## src/rtl/npu_f2i_pkg.sv

```systemverilog
// -----------------------------------------------------------------------------
// npu_f2i_pkg
// Shared constants for the fixed-point to integer streaming converter.
//   DIN_W_DEF / DOUT_W_DEF / CNT_W_DEF : default widths of the top-level block
//   SHIFT_W                            : width of the shift-amount field
//   SHIFT_MAX                          : largest legal shift, also the number
//                                        of guard bits added to the product
//   SAT_POS_MSB / SAT_NEG_MSB          : saturation patterns, MSB-aligned in
//                                        SAT_MAX_W bits; a DOUT_W-wide value
//                                        is the top DOUT_W bits of each
// -----------------------------------------------------------------------------
package npu_f2i_pkg;

  localparam int DIN_W_DEF  = 16;
  localparam int DOUT_W_DEF = 32;
  localparam int CNT_W_DEF  = 16;

  localparam int SHIFT_W   = 5;
  localparam int SHIFT_MAX = (1 << SHIFT_W) - 1;

  // MSB-aligned so that slicing [SAT_MAX_W-1 -: DOUT_W] yields the most
  // positive / most negative DOUT_W-bit two's-complement value.
  localparam int                   SAT_MAX_W   = 64;
  localparam logic [SAT_MAX_W-1:0] SAT_POS_MSB = {1'b0, {(SAT_MAX_W-1){1'b1}}};
  localparam logic [SAT_MAX_W-1:0] SAT_NEG_MSB = {1'b1, {(SAT_MAX_W-1){1'b0}}};

endpackage

```

## src/rtl/npu_f2i_shift.sv

```systemverilog
// -----------------------------------------------------------------------------
// npu_f2i_shift
// Combinational shift-and-range-check between the two pipeline stages.
// The signed input is sign-extended to DIN_W+SHIFT_MAX bits and shifted left,
// so the full product is always exact; overflow means the bits from the
// output sign position upwards are not a pure sign extension.
//
// Build option: define NPU_F2I_SATURATE_EN to clamp overflowed results to the
// most positive / most negative DOUT_W value; otherwise the low DOUT_W bits
// are passed through (wrap).
//
// Ports
//   datain    in  DIN_W    signed fixed-point word
//   shiftupby in  SHIFT_W  left-shift amount
//   result    out DOUT_W   converted integer
//   ovf       out 1        product does not fit in DOUT_W signed
// -----------------------------------------------------------------------------
module npu_f2i_shift
  import npu_f2i_pkg::*;
#(
  parameter int DIN_W  = DIN_W_DEF,
  parameter int DOUT_W = DOUT_W_DEF
) (
  input  logic [DIN_W-1:0]   datain,
  input  logic [SHIFT_W-1:0] shiftupby,
  output logic [DOUT_W-1:0]  result,
  output logic               ovf
);

  localparam int PROD_W = DIN_W + SHIFT_MAX;
  // Bits from the output sign position up to the product MSB.
  localparam int TOP_W  = PROD_W - DOUT_W + 1;

`ifdef NPU_F2I_SATURATE_EN
  localparam bit SAT_EN = 1'b1;
`else
  localparam bit SAT_EN = 1'b0;
`endif

  logic [PROD_W-1:0] ext;
  logic [PROD_W-1:0] product;
  logic [TOP_W-1:0]  top_bits;
  logic [DOUT_W-1:0] sat_value;

  always_comb begin
    ext      = {{SHIFT_MAX{datain[DIN_W-1]}}, datain};
    product  = ext << shiftupby;
    top_bits = product[PROD_W-1:DOUT_W-1];
    // In range only when the top bits are all zeros or all ones.
    ovf      = !((&top_bits) || !(|top_bits));
    // Product MSB is the true sign of the exact result.
    sat_value = product[PROD_W-1] ? SAT_NEG_MSB[SAT_MAX_W-1 -: DOUT_W]
                                  : SAT_POS_MSB[SAT_MAX_W-1 -: DOUT_W];
    result    = (ovf && SAT_EN) ? sat_value : product[DOUT_W-1:0];
  end

endmodule

```

## src/rtl/npu_fixed2int_stream.sv

```systemverilog
// -----------------------------------------------------------------------------
// npu_fixed2int_stream
// Two-stage valid/ready pipeline converting a signed fixed-point word to a
// signed integer by a per-word left shift, with overflow flag and a saturating
// count of delivered overflowed results.
//   S1 : registers datain / shiftupby
//   S2 : registers shifted result and overflow flag (drives the outputs)
//
// Build option: NPU_F2I_SATURATE_EN (see npu_f2i_shift) selects saturating
// instead of wrapping results on overflow. Flag and counter are unaffected.
//
// Ports
//   clk, rst_n          clock, asynchronous active-low reset
//   npu_f2i_in_valid    in   input word present
//   npu_f2i_in_ready    out  input accepted this cycle when valid
//   npu_f2i_datain      in   DIN_W signed fixed-point word
//   npu_f2i_shiftupby   in   5-bit shift amount, sampled with the word
//   npu_f2i_out_valid   out  result present
//   npu_f2i_out_ready   in   consumer accepts result
//   npu_f2i_dataout     out  DOUT_W converted integer
//   npu_f2i_ovf         out  result overflowed (qualified by out_valid)
//   npu_f2i_clr_count   in   synchronous clear of ovf_count (wins over +1)
//   npu_f2i_ovf_count   out  CNT_W saturating count of delivered overflows
// -----------------------------------------------------------------------------
module npu_fixed2int_stream
  import npu_f2i_pkg::*;
#(
  parameter int DIN_W  = DIN_W_DEF,
  parameter int DOUT_W = DOUT_W_DEF,
  parameter int CNT_W  = CNT_W_DEF
) (
  input  logic               clk,
  input  logic               rst_n,
  input  logic               npu_f2i_in_valid,
  output logic               npu_f2i_in_ready,
  input  logic [DIN_W-1:0]   npu_f2i_datain,
  input  logic [SHIFT_W-1:0] npu_f2i_shiftupby,
  output logic               npu_f2i_out_valid,
  input  logic               npu_f2i_out_ready,
  output logic [DOUT_W-1:0]  npu_f2i_dataout,
  output logic               npu_f2i_ovf,
  input  logic               npu_f2i_clr_count,
  output logic [CNT_W-1:0]   npu_f2i_ovf_count
);

  logic               ready_en_reg;
  logic               s1_valid_reg;
  logic [DIN_W-1:0]   s1_data_reg;
  logic [SHIFT_W-1:0] s1_shift_reg;
  logic               s2_valid_reg;
  logic [DOUT_W-1:0]  s2_data_reg;
  logic               s2_ovf_reg;
  logic [CNT_W-1:0]   ovf_count_reg;

  logic               s1_advance;
  logic               in_fire;
  logic               out_fire;
  logic [DOUT_W-1:0]  shift_result;
  logic               shift_ovf;

  // S2 can take a new word when it is empty or its word leaves this cycle.
  assign s1_advance       = !s2_valid_reg || npu_f2i_out_ready;
  // ready_en_reg keeps in_ready low while in reset and for nothing longer
  // than the first edge after release.
  assign npu_f2i_in_ready = ready_en_reg && (!s1_valid_reg || s1_advance);
  assign in_fire          = npu_f2i_in_valid && npu_f2i_in_ready;
  assign out_fire         = s2_valid_reg && npu_f2i_out_ready;

  always_ff @(posedge clk or negedge rst_n) begin
    if (!rst_n) begin
      ready_en_reg <= 1'b0;
    end else begin
      ready_en_reg <= 1'b1;
    end
  end

  // Stage 1: capture input word.
  always_ff @(posedge clk or negedge rst_n) begin
    if (!rst_n) begin
      s1_valid_reg <= 1'b0;
      s1_data_reg  <= '0;
      s1_shift_reg <= '0;
    end else begin
      if (npu_f2i_in_ready) begin
        s1_valid_reg <= in_fire;
      end
      if (in_fire) begin
        s1_data_reg  <= npu_f2i_datain;
        s1_shift_reg <= npu_f2i_shiftupby;
      end
    end
  end

  npu_f2i_shift #(
    .DIN_W  (DIN_W),
    .DOUT_W (DOUT_W)
  ) u_shift (
    .datain    (s1_data_reg),
    .shiftupby (s1_shift_reg),
    .result    (shift_result),
    .ovf       (shift_ovf)
  );

  // Stage 2: hold result until the consumer takes it.
  always_ff @(posedge clk or negedge rst_n) begin
    if (!rst_n) begin
      s2_valid_reg <= 1'b0;
      s2_data_reg  <= '0;
      s2_ovf_reg   <= 1'b0;
    end else if (s1_advance) begin
      s2_valid_reg <= s1_valid_reg;
      if (s1_valid_reg) begin
        s2_data_reg <= shift_result;
        s2_ovf_reg  <= shift_ovf;
      end
    end
  end

  // Saturating count of overflowed results actually delivered.
  always_ff @(posedge clk or negedge rst_n) begin
    if (!rst_n) begin
      ovf_count_reg <= '0;
    end else if (npu_f2i_clr_count) begin
      ovf_count_reg <= '0;
    end else if (out_fire && s2_ovf_reg && !(&ovf_count_reg)) begin
      ovf_count_reg <= ovf_count_reg + 1'b1;
    end
  end

  assign npu_f2i_out_valid = s2_valid_reg;
  assign npu_f2i_dataout   = s2_data_reg;
  assign npu_f2i_ovf       = s2_valid_reg && s2_ovf_reg;
  assign npu_f2i_ovf_count = ovf_count_reg;

endmodule

```

## config.mk

```make
export PLATFORM = sky130hd
export DESIGN_NAME = npu_fixed2int_stream
export DESIGN_NICKNAME = d
export VERILOG_FILES = /design/src/rtl/npu_f2i_pkg.sv /design/src/rtl/npu_f2i_shift.sv /design/src/rtl/npu_fixed2int_stream.sv
export SDC_FILE = /design/constraint.sdc
export NUM_CORES = 1
export LEC_CHECK = 0
export ABC_CLOCK_PERIOD_IN_PS = 5200
export CORE_ASPECT_RATIO = 0.9
export CORE_UTILIZATION = 42
export DETAILED_ROUTE_END_ITERATION = 8
export MAX_ROUTING_LAYER = met4
export PLACE_DENSITY = 0.65
export SETUP_SLACK_MARGIN = 0.4
export SYNTH_ARGS = -nofsm -noshare
export SYNTH_HDL_FRONTEND = slang
export SYNTH_SLANG_ARGS = --single-unit
```

## constraint.sdc

```tcl
create_clock -name clk -period 5.2 [get_ports clk]
set_input_delay 1.04 -clock clk [delete_from_list [all_inputs] [get_ports clk]]
set_output_delay 1.04 -clock clk [all_outputs]
set_load 0.02 [all_outputs]
```

==> metrics.sh <==
RUN_STATUS='complete, but fails checks'
VIOLATIONS='design-rule violations'
ASYNC_FLOP_SHARE=1.00
SETUP.WORST_PATH.CLASS='primary input to output port'
LAYOUT_WORST_PATH_CYCLE_SHARE=0.670
DRT-WIRELENGTH-PER-CELL_UM=18.4
POST_SYNTH_INSTANCE_AREA_UM2=4490
CLKSINKCOUNT=73
CRIT_PATH_FREQUENT_CELL='sky130_fd_sc_hd__clkdlybuf4s50_1'
FINALCLOCKSKEW_PS=5.63
DIE_X_UM=111
ROUTED_WIRELENGTH_MM=11.2
SLOWEST_DELAY_PS=610
FINAL_PERIOD_MINUS_WORST_SETUP_SLACK_PS=3480
WORSTREG2REGSTART='s1_shift_reg[1]'
WORST_R2R_PATH_DEPTH=6
FRACTION_OF_FINAL_LAYOUT_CELLS_WITH_DRIVE_STRENGTH_GREATER_THAN_1=0.146
FINAL_CELLS=610
GRTUSAGETOTAL=0.217
POST-SYNTH-TOP-AREA-FRACTION=0.407
YS_TOP_CELLS_BY_COUNT='sky130_fd_sc_hd__dfrtp_1, sky130_fd_sc_hd__mux2_2, sky130_fd_sc_hd__nand2_1'
GLOBALROUTEOVERFLOWTOTAL=0
FP.COREAREA_UM2=10300
SYN_WARNINGS=0
PORT-BUFFER-COUNT=76
ANT_NETS=0
LARGEST_REG_FLOPS=32
CTS_MAX_LEVEL=3
CP_DATA_ARRIVAL_TIME_PS=2440
HOLD_CLASS='flip-flop to flip-flop'
VDD.IR_DROP.WORST_V=0.000182
NUMBER_OF_DISTINCT_LIBRARY_CELLS_AFTER_SYNTHESIS=59
SYNTHXORXNORAREAFRAC=0.0215
VIA_COUNT=3664
FILLER_CELL_COUNT=952
FINAL_NET_COUNT=504
CRIT_PATH_CELL_TRACE='clkdlybuf4s50_1, nand2b_1, o21a_1, clkdlybuf4s50_1'
MAXCAPVIOLCOUNT=0
VIAS_PER_CELL=6.01
FIRST_ITER_VIOLATIONS=391
CTS_ROOT_BUF='sky130_fd_sc_hd__clkbuf_16'
CTS.PATH.MAX_BUFFERS=2
SYNTHMOSTINSTANTIATEDCELL='sky130_fd_sc_hd__dfrtp_1'
POSTCTSSETUPREPAIRBUFS=0
P_PER_AREA_nW_PER_UM2=467
TIGHTEST_SLEW_PS=1130
SYNTH-EDFF-COUNT=0
GRT_START_MAX_NET_PINS=74
EFFECTIVE_UTILIZATION_AT_FLOORPLAN=0.434
DRT_DRC_VIOLATIONS_LEFT=11
FIRSTDRTPASSITERS=7
AREA.GROWTH.SYNTH_TO_FINAL_PCT=24.3
SYNTHESIS.INSTANCES=420
GRT_ANTENNA_BEFORE_REPAIR=0
TRITONCTS_CLOCK_TREE='yes'
FMAXACHIEVABLE_MHz=287
REGTOREGSETUPSLACK_PS=2000
SYN-NUM-NETS=447
FINALMAXSLEWVIOLATIONS=0
CRITICAL_PATH.SLOWEST_CELL='sky130_fd_sc_hd__clkdlybuf4s50_1'
SYNTH.MUX.AREA_FRACTION=0.230
GRT_FIRST_PASS_WIRELENGTH_MM=18.3
MEAN_INSTANCE_SIZE_IN_THE_SYNTHESIZED_NETLIST_UM2=10.7
TOTALNEGATIVESETUPSLACK_PS=0
POST_SYNTH_AND_OR_NAND_NOR_AREA_FRACTION=0.136
DIE_HEIGHT_UM=100
PLACEMENTROWS=35
CP_NUM_CELLS=4
HPWL_AFTER_DETAILED_PLACEMENT_MM=7.85
R2R_PATH_END='s2_ovf_reg'
NUM_ANTENNA_CELLS=0
WORSTSETUPENDPOINTTYPE='output port'
FLOORPLAN_DIE_AREA_UM2=11100
YS_FF_LATCH=73
CLKTRANSATPATHREGS_PS=60
FIRST_GLOBAL_VIAS=3380
POST_SYNTH_MAIN_AREA_CONTRIBUTORS='sky130_fd_sc_hd__dfrtp_1, sky130_fd_sc_hd__mux2_2, sky130_fd_sc_hd__mux4_1, sky130_fd_sc_hd__mux2i_1, sky130_fd_sc_hd__mux4_2'
MAX-SLEW-MARGIN-REL=0.245
GP_ROUTABILITY_CONGESTION=0.937
START_KIND='primary input'
SYNTH.LARGEST_AREA_CELL='sky130_fd_sc_hd__dfrtp_1'
CRIT_FAMILY='buffers and inverters'
SEQUENTIAL_ELEMENT_SHARE_OF_THE_SYNTHESIZED_AREA=0.407
WORSTHOLDSTART='npu_f2i_dataout[29]'
PATH_MAX_FANOUT=4
POST_SYNTH_FA_HA_MAJ_AREA_FRACTION=0.00279
SETUP_VIOL_COUNT_FINAL=0
COMPOUND_GATE_PORTION_OF_THE_SYNTHESIZED_AREA=0.153
FINAL-HOLD-VIOLATION-COUNT=0
PLACED_CELLS_INCL_TAPS=595
RSZ_0062_RAISED_AFTER_GLOBAL_ROUTING='false'
HOLD-PATH-ENDPOINT='npu_f2i_dataout[29]'
CP_DATA_REQUIRED_TIME_PS=4160
DESIGN.PORTCOUNT=77
WORST-PATH-BUF-INV=2
CP-STARTPOINT='npu_f2i_out_ready'
POWER.LEAKAGE_nW=2.29
SYNTH_TOP_FAMILY_BY_AREA='multiplexers'
CTS-RESIZED-GATES=0
CTS_BUF_COUNT=9
CTS_HOLD_REPAIR.BUFFERS=0
HOLDPATHSTAGES=1
DOMINANTREGCELLSYNTH='sky130_fd_sc_hd__dfrtp_1'
WORST_SKEW_PAIR.LATE_LATENCY_PS=330
[cell families (layout without fill, tap and decap cells)]
| group | Yosys count | count (layout) |
|---|---|---|
| flip-flops | 73 | 73 |
| multiplexers | 72 | 72 |
| buffers and inverters | 44 | 105 |
| AO/OA/AOI/OAI | 103 | 103 |
| XOR/XNOR | 11 | 11 |
| AND/OR/NAND/NOR | 115 | 115 |
| adder cells (fa/ha/maj) | 1 | 1 |
| other | 1 | 1 |
[cell usage in the layout, fill, tap and decap left out, types with 8 or more instances in the layout]
cell type | netlist | final
sky130_fd_sc_hd__nand2_1 | 34 | 34
sky130_fd_sc_hd__a21oi_1 | 22 | 22
sky130_fd_sc_hd__xor2_1 | 8 | 8
sky130_fd_sc_hd__clkdlybuf4s50_1 | 0 | 75
sky130_fd_sc_hd__dfrtp_1 | 73 | 73
sky130_fd_sc_hd__o21a_1 | 10 | 10
sky130_fd_sc_hd__nor2_1 | 19 | 19
sky130_fd_sc_hd__o21ai_0 | 23 | 23
sky130_fd_sc_hd__mux2i_1 | 19 | 19
sky130_fd_sc_hd__clkbuf_16 | 0 | 9
sky130_fd_sc_hd__mux2_2 | 35 | 35
sky130_fd_sc_hd__mux4_1 | 11 | 11
sky130_fd_sc_hd__nand3_1 | 11 | 11
sky130_fd_sc_hd__a22o_1 | 8 | 8
[metrics by stage]
step / total power, mW / util / hold WS (ps) / area, um2 / worst slack (ps)
after floorplan: 1.54 / - / 441 / 4490 / 2700
after global placement: 1.92 / 0.509 / 460 / 5260 / 1720
after detailed placement: 1.94 / 0.509 / 466 / 5260 / 1710
after CTS: 2.61 / 0.540 / 480 / 5580 / 1710
after global routing: 2.73 / 0.540 / 502 / 5580 / 1670
final: 2.60 / 0.540 / 476 / 5580 / 1720
[worst max-delay path by stage]
stage               slack (ps)                to
global route              1670  npu_f2i_in_ready
CTS                       1710  npu_f2i_in_ready
detailed placement        1710  npu_f2i_in_ready
finish                    1720  npu_f2i_in_ready
global placement          1720  npu_f2i_in_ready
floorplan                 2700  npu_f2i_in_ready
[worst register-to-register path, cell delays in order, from the launching register on]
cell and delay, ps:
sky130_fd_sc_hd__dfrtp_1 820, sky130_fd_sc_hd__buf_4 390, sky130_fd_sc_hd__mux4_1 640, sky130_fd_sc_hd__mux4_2 560, sky130_fd_sc_hd__nand4bb_1 240, sky130_fd_sc_hd__nor4b_1 310, sky130_fd_sc_hd__o31ai_1 130
[routing by layer]
layer | GRT usage | routed length, um
met1 | 0.308 | 5330
met2 | 0.308 | 5010
met3 | 0.0441 | 685
met4 | 0.0790 | 183
met5 | - | 0
[power breakdown]
group	internal (mW)	switching (mW)
logic	0.529	0.542
registers	0.702	0.164
clock network	0.430	0.236
total	1.66	0.943
[cell type report]
type                            instances  area [um2]  area share
Tap cell                              129         161      0.0289
Multi-Input combinational cell        303        2440       0.437
Inverter                                7        26.3     0.00471
Timing Repair Buffer                   83         808       0.145
Clock inverter                          5        78.8      0.0141
Sequential cell                        73        1830       0.327
Clock buffer                           10         239      0.0428
Power figures use the tool's default switching activity.
